## src/rtl/mb_mult_pkg.sv

```systemverilog
`default_nettype none
// +--------------------------------------------------------------------------+
// | mb_mult_pkg : shared widths, mode encoding and helpers for the mb mult    |
// | Rev 1.0                                                                   |
// +--------------------------------------------------------------------------+
package mb_mult_pkg;

   localparam int WIDTH   = 8;
   localparam int SHIFT_W = $clog2(WIDTH);
   localparam int CHAR_W  = SHIFT_W + 1;

   // Same encoding drives the barrel shifter direction input.
   localparam logic MODE_NORM    = 1'b0;
   localparam logic MODE_EXTRACT = 1'b1;

   localparam logic [SHIFT_W-1:0] K_MAX = SHIFT_W'(WIDTH - 1);

   typedef struct packed {
      logic [WIDTH-1:0]   data_a;
      logic [WIDTH-1:0]   data_b;
      logic               mode;
      logic [SHIFT_W-1:0] k_a;
      logic [SHIFT_W-1:0] k_b;
      logic               zero_a;
      logic               zero_b;
   } stage1_t;

   typedef struct packed {
      logic [WIDTH-1:0]   data_a;
      logic [WIDTH-1:0]   data_b;
      logic [SHIFT_W-1:0] shift_a;
      logic [SHIFT_W-1:0] shift_b;
      logic               dir;
      logic [CHAR_W-1:0]  char_sum;
      logic               zero;
   } stage2_t;

   function automatic logic [SHIFT_W-1:0] shift_amount(
      input logic [SHIFT_W-1:0] k,
      input logic               zero,
      input logic               mode
   );
      logic [SHIFT_W-1:0] amt;
      if (zero) begin
         amt = '0;
      end else if (mode == MODE_EXTRACT) begin
         amt = k;
      end else begin
         amt = K_MAX - k;
      end
      return amt;
   endfunction

   function automatic logic [CHAR_W-1:0] char_sum(
      input logic [SHIFT_W-1:0] k_a,
      input logic [SHIFT_W-1:0] k_b,
      input logic               zero
   );
      logic [CHAR_W-1:0] sum;
      sum = zero ? '0 : (CHAR_W'(k_a) + CHAR_W'(k_b));
      return sum;
   endfunction

endpackage
`default_nettype wire

```

## src/rtl/lead_one_detector.sv

```systemverilog
`default_nettype none
// +--------------------------------------------------------------------------+
// | lead_one_detector : index of the most-significant set bit, plus zero flag |
// | Rev 1.0                                                                   |
// +--------------------------------------------------------------------------+
module lead_one_detector
   import mb_mult_pkg::*;
(
   input  logic [WIDTH-1:0]   i_operand,
   output logic [SHIFT_W-1:0] o_lead_idx,
   output logic               o_is_zero
);

   // Ascending scan so the highest set bit wins; zero operand reports index 0.
   always_comb begin
      o_lead_idx = '0;
      for (int i = 0; i < WIDTH; i++) begin
         if (i_operand[i]) begin
            o_lead_idx = SHIFT_W'(i);
         end
      end
   end

   assign o_is_zero = (i_operand == '0);

endmodule
`default_nettype wire

```

## src/rtl/mb_operand_prep.sv

```systemverilog
`default_nettype none
// +--------------------------------------------------------------------------+
// | mb_operand_prep : 2-stage operand prep (lead-one, shift ctl, char sum)    |
// | Rev 1.0                                                                   |
// +--------------------------------------------------------------------------+
module mb_operand_prep
   import mb_mult_pkg::*;
(
   input  logic               clk,
   input  logic               rst_n,
   input  logic               in_valid,
   output logic               in_ready,
   input  logic [WIDTH-1:0]   in_a,
   input  logic [WIDTH-1:0]   in_b,
   input  logic               in_mode,
   output logic               out_valid,
   input  logic               out_ready,
   output logic [WIDTH-1:0]   out_data_a,
   output logic [WIDTH-1:0]   out_data_b,
   output logic [SHIFT_W-1:0] out_shift_a,
   output logic [SHIFT_W-1:0] out_shift_b,
   output logic               out_dir,
   output logic [CHAR_W-1:0]  out_char_sum,
   output logic               out_zero
);

   logic               w_en;
   logic [SHIFT_W-1:0] w_k_a;
   logic [SHIFT_W-1:0] w_k_b;
   logic               w_zero_a;
   logic               w_zero_b;

   stage1_t            s1_d;
   stage1_t            s1_q;
   logic               s1_valid_d;
   logic               s1_valid_q;
   stage2_t            s2_d;
   stage2_t            s2_q;
   logic               s2_valid_d;
   logic               s2_valid_q;

   lead_one_detector u_lod_a (
      .i_operand  (in_a),
      .o_lead_idx (w_k_a),
      .o_is_zero  (w_zero_a)
   );

   lead_one_detector u_lod_b (
      .i_operand  (in_b),
      .o_lead_idx (w_k_b),
      .o_is_zero  (w_zero_b)
   );

   // Whole pipe advances together; a held output freezes both stages.
   assign w_en     = !s2_valid_q || out_ready;
   assign in_ready = w_en;

   always_comb begin
      s1_valid_d = s1_valid_q;
      s1_d       = s1_q;
      s2_valid_d = s2_valid_q;
      s2_d       = s2_q;
      if (w_en) begin
         s1_valid_d      = in_valid;
         s1_d.data_a     = in_a;
         s1_d.data_b     = in_b;
         s1_d.mode       = in_mode;
         s1_d.k_a        = w_k_a;
         s1_d.k_b        = w_k_b;
         s1_d.zero_a     = w_zero_a;
         s1_d.zero_b     = w_zero_b;

         s2_valid_d      = s1_valid_q;
         s2_d.data_a     = s1_q.data_a;
         s2_d.data_b     = s1_q.data_b;
         s2_d.shift_a    = shift_amount(s1_q.k_a, s1_q.zero_a, s1_q.mode);
         s2_d.shift_b    = shift_amount(s1_q.k_b, s1_q.zero_b, s1_q.mode);
         s2_d.dir        = s1_q.mode;
         s2_d.zero       = s1_q.zero_a || s1_q.zero_b;
         s2_d.char_sum   = char_sum(s1_q.k_a, s1_q.k_b, s1_q.zero_a || s1_q.zero_b);
      end
   end

   always_ff @(posedge clk) begin
      if (!rst_n) begin
         s1_valid_q <= 1'b0;
         s1_q       <= '0;
         s2_valid_q <= 1'b0;
         s2_q       <= '0;
      end else begin
         s1_valid_q <= s1_valid_d;
         s1_q       <= s1_d;
         s2_valid_q <= s2_valid_d;
         s2_q       <= s2_d;
      end
   end

   assign out_valid    = s2_valid_q;
   assign out_data_a   = s2_q.data_a;
   assign out_data_b   = s2_q.data_b;
   assign out_shift_a  = s2_q.shift_a;
   assign out_shift_b  = s2_q.shift_b;
   assign out_dir      = s2_q.dir;
   assign out_char_sum = s2_q.char_sum;
   assign out_zero     = s2_q.zero;

endmodule
`default_nettype wire

```

## config.mk

```make
export PLATFORM = sky130hd
export DESIGN_NAME = mb_operand_prep
export DESIGN_NICKNAME = d
export VERILOG_FILES = /design/src/rtl/mb_mult_pkg.sv /design/src/rtl/lead_one_detector.sv /design/src/rtl/mb_operand_prep.sv
export SDC_FILE = /design/constraint.sdc
export NUM_CORES = 1
export LEC_CHECK = 0
export ABC_AREA = 1
export CAP_MARGIN = 10
export CORE_ASPECT_RATIO = 1.5
export CORE_MARGIN = 2
export CORE_UTILIZATION = 40
export CTS_CLUSTER_DIAMETER = 40
export DETAILED_ROUTE_END_ITERATION = 7
export GPL_ROUTABILITY_DRIVEN = 0
export PLACE_DENSITY = 0.72
export SLEW_MARGIN = 20
export SYNTH_ARGS = -nofsm -noshare
export SYNTH_HDL_FRONTEND = slang
export SYNTH_HIERARCHICAL = 1
export SYNTH_SLANG_ARGS = --single-unit
```

## constraint.sdc

```tcl
create_clock -name clk -period 1.73 [get_ports clk]
set_clock_uncertainty 0.1 [all_clocks]
set_input_delay 0.2595 -clock clk [delete_from_list [all_inputs] [get_ports clk]]
set_output_delay 0.2595 -clock clk [all_outputs]
set_load 0.005 [all_outputs]
```

==> summary.md <==
| Metric | Value |
|---|---|
| Status | `finished, final reports clean` |
| Most used routing layer | `met2` |
| First DRT Iteration DRCs | `51` |
| Achievable Freq | `592 MHz` |
| Syn nets | `316` |
| Critical path launch point type | `primary input` |
| Wire length of the first global-routing pass | `7730 um` |
| Reg-to-reg critical path startpoint | `s1_q[2]` |
| Average vias per placed instance | `4.67` |
| Length in cells of the worst reg-to-reg path | `5` |
| Power density over the cells | `942 mW/mm2` |
| Max-cap violations | `0` |
| Final routed DRC violation total | `0` |
| Core Rows | `33` |
| Peak supply drop | `563 uV` |
| Finish-stage setup viols | `0` |
| Yosys warns | `6` |
| Kind of critical path | `primary input to output port` |
| Most used standard cells in the synthesized netlist | `nor2_1 (87), dfxtp_1 (55), o21ai_0 (44), nand2_1 (34), a21oi_1 (14)` |
| Critical path fanouts, max | `3` |
| Cell accounting for the most synthesized area | `dfxtp_1` |
| Post-Synthesis Cells | `291` |
| Proportion of synthesized chip area in sequential cells | `49.5%` |
| Number of gates resized after CTS | `0` |
| Final-report max-slew violation count | `0` |
| Cell area after synthesis | `0.00222 mm2` |
| Final hold violation count | `0` |
| Full die area | `0.00618 mm2` |
| Required time at the endpoint of the critical path | `1.37 ns` |
| Number of distinct library cells after synthesis | `23` |
| Number of setup buffers added after CTS | `0` |
| Final Critical Period | `1.69 ns` |
| Sort of element at the end of the critical path | `output port` |
| Worst slew pin tran | `0.392 ns` |
| Antenna Diode Count | `0` |
| CP arrival | `1.33 ns` |
| Portion of the clock cycle consumed by the worst path in the final layout | `97.6%` |
| Layout overhead on the synthesized area | `30.2%` |
| Endpoint of the lowest-slack register-to-register path | `out_char_sum[2]` |
| Port Buf Inserts | `50` |
| Drt pass-1 iters | `4` |
| Met1 routing resource usage after global routing | `16.9%` |
| Pin count of the biggest net entering global routing | `46` |
| Setup slack of the critical path after layout | `0.0408 ns` |
| Number of enable flip-flop cells after synthesis | `0` |
| Number of storage elements in the synthesis netlist | `55` |
| Top cells by area in the synthesized netlist | `dfxtp_1 (50%), nor2_1 (15%), o21ai_0 (9.9%), nand2_1 (5.7%), a21oi_1 (3.2%)` |
| Proportion of layout cells with a drive suffix above 1 | `8.80%` |
| Detail Placement HPWL | `3310 um` |
| Startpoint of the most critical hold path | `s1_valid_q` |
| Clock buffer count from CTS | `5` |
| Core region area | `0.00541 mm2` |
| Root Buffer Master | `clkbuf_8` |
| Die extent in x | `64.9 um` |
| GR Util met3 | `2.83%` |
| Number of H-tree branching levels | `2` |
| Unrepaired setup endpoints after global routing | `false` |
| I/O pin count | `51` |
| Clk buf depth | `2` |
| Top-area cell type share of the netlist area | `49.5%` |
| WL final | `4520 um` |
| Pleak | `1.21 nW` |
| End of the worst hold path | `s1_valid_q` |
| CTS Hold Buffers Added | `0` |
| Path type of the worst min-delay path | `register to register` |
| Antenna Nets Post-Route | `0` |
| CTS sink cnt | `55` |
| Initial core utilization | `41.1%` |
| Most repeated cell in the gate-level netlist after synthesis | `nor2_1` |
| Global-route usage over all layers | `15.8%` |
| Total vias in the final route | `1920` |
| Slack of the worst reg-to-reg path | `0.30 ns` |
| Pre-CTS setup slack | `0.0323 ns` |
| Primary FF master, synth | `dfxtp_1` |
| Number of nets at the end of the flow | `365` |
| Fill cell count | `539` |
| Grt met2 use | `30.0%` |
| Number of antenna violations at the first check in global routing | `0` |
| Clock insertion delay at the later pin of the skew report | `0.31 ns` |
| CTS tree | `yes` |
| Average detailed-routed wire length per instance | `11.0 um` |
| Mean post-synth cell area | `7.64 um2` |
| Hold depth | `2` |
| Die extent in y | `95.3 um` |
| CTS clock-pin slew for the worst setup and hold paths | `0.09 ns` |
| Share of synthesized flip-flops with an asynchronous set or reset | `0%` |
| Total overflow reported by the global router | `0` |
| Vias in the first global route | `1851` |
| Final total negative setup slack | `0 ns` |
| Worst slew margin relative to its limit | `73.8%` |
## registers in the layout, summed over array words and instances (netlist names)
name	cells
s1_q	25
out_data_a	8
out_data_b	8
out_char_sum	4
out_shift_a	3
out_shift_b	3
out_dir	1
out_valid	1
out_zero	1
s1_valid_q	1
## power breakdown
group	internal, mW	switching (mW)
clock network	0.469	0.407
registers	1.36	0.0588
logic	0.239	0.188
## metrics by stage
step | hold slack, ns | util, % | power [mW] | instance area (um2) | std cells
2_1_floorplan | 0.289 | - | 1.67 | 2220 | 291
3_3_place_gp | 0.337 | 51.3 | 1.87 | 2780 | 403
3_5_place_dp | 0.349 | 51.3 | 1.88 | 2780 | 403
4_1_cts | 0.363 | 53.5 | 2.75 | 2890 | 411
5_1_grt | 0.389 | 53.5 | 2.86 | 2890 | 411
6_report | 0.360 | 53.5 | 2.73 | 2890 | 411
## critical path, cell delays in order
cell and delay [ns]:
clkdlybuf4s50_1 0.45, inv_1 0.06, nand2_4 0.06, clkdlybuf4s50_1 0.50
## layer usage
| metal | wire, um | vias up |
|---|---|---|
| met4 | 93 | 0 |
| li1 | - | 1016 |
| met5 | 0 | - |
| met3 | 158 | 7 |
| met2 | 2430 | 39 |
| met1 | 1840 | 858 |
## worst max path at each step
stage | start | to | slack, ns | cells after the start
after detailed placement | out_ready | in_ready | 0.03 | 4
after global routing | out_ready | in_ready | 0.01 | 4
after CTS | out_ready | in_ready | 0.03 | 4
after global placement | out_ready | in_ready | 0.04 | 4
after floorplan | s1_q[2] | out_char_sum[2] | 0.36 | 5
final | out_ready | in_ready | 0.04 | 4
## logic make-up (layout without fill, tap and decap cells)
logic type	Yosys count	after routing	synth area share, %
and+or+nand+nor	131	131	23.4
AOI/OAI and AO/OA	60	60	13.7
DFF	55	55	49.5
buffers and inverters	34	84	7.99
xor gates and xnor gates	7	7	2.76
adders and majority gates	4	4	2.59
## layout make-up
cell class                      count  area [um2]  share of cell area, %
Clock buffer                        6        82.6                   2.85
Clock inverter                      2        35.0                   1.21
Inverter                           18        70.1                   2.42
Multi-Input combinational cell    202         945                   32.6
Sequential cell                    55        1100                   38.0
Tap cell                           70        87.6                   3.03
Timing Repair Buffer               58         573                   19.8
## cell usage in the layout, fill, tap and decap left out, types with 6 or more instances in the layout
master,n
nand2_1,34
nor2_1,87
buf_4,7
o21ai_0,44
xnor2_1,6
inv_2,10
inv_1,7
dfxtp_1,55
clkdlybuf4s50_1,50
a21oi_1,14
clkbuf_8,6
Note: power is estimated with default switching activity, not from simulation.
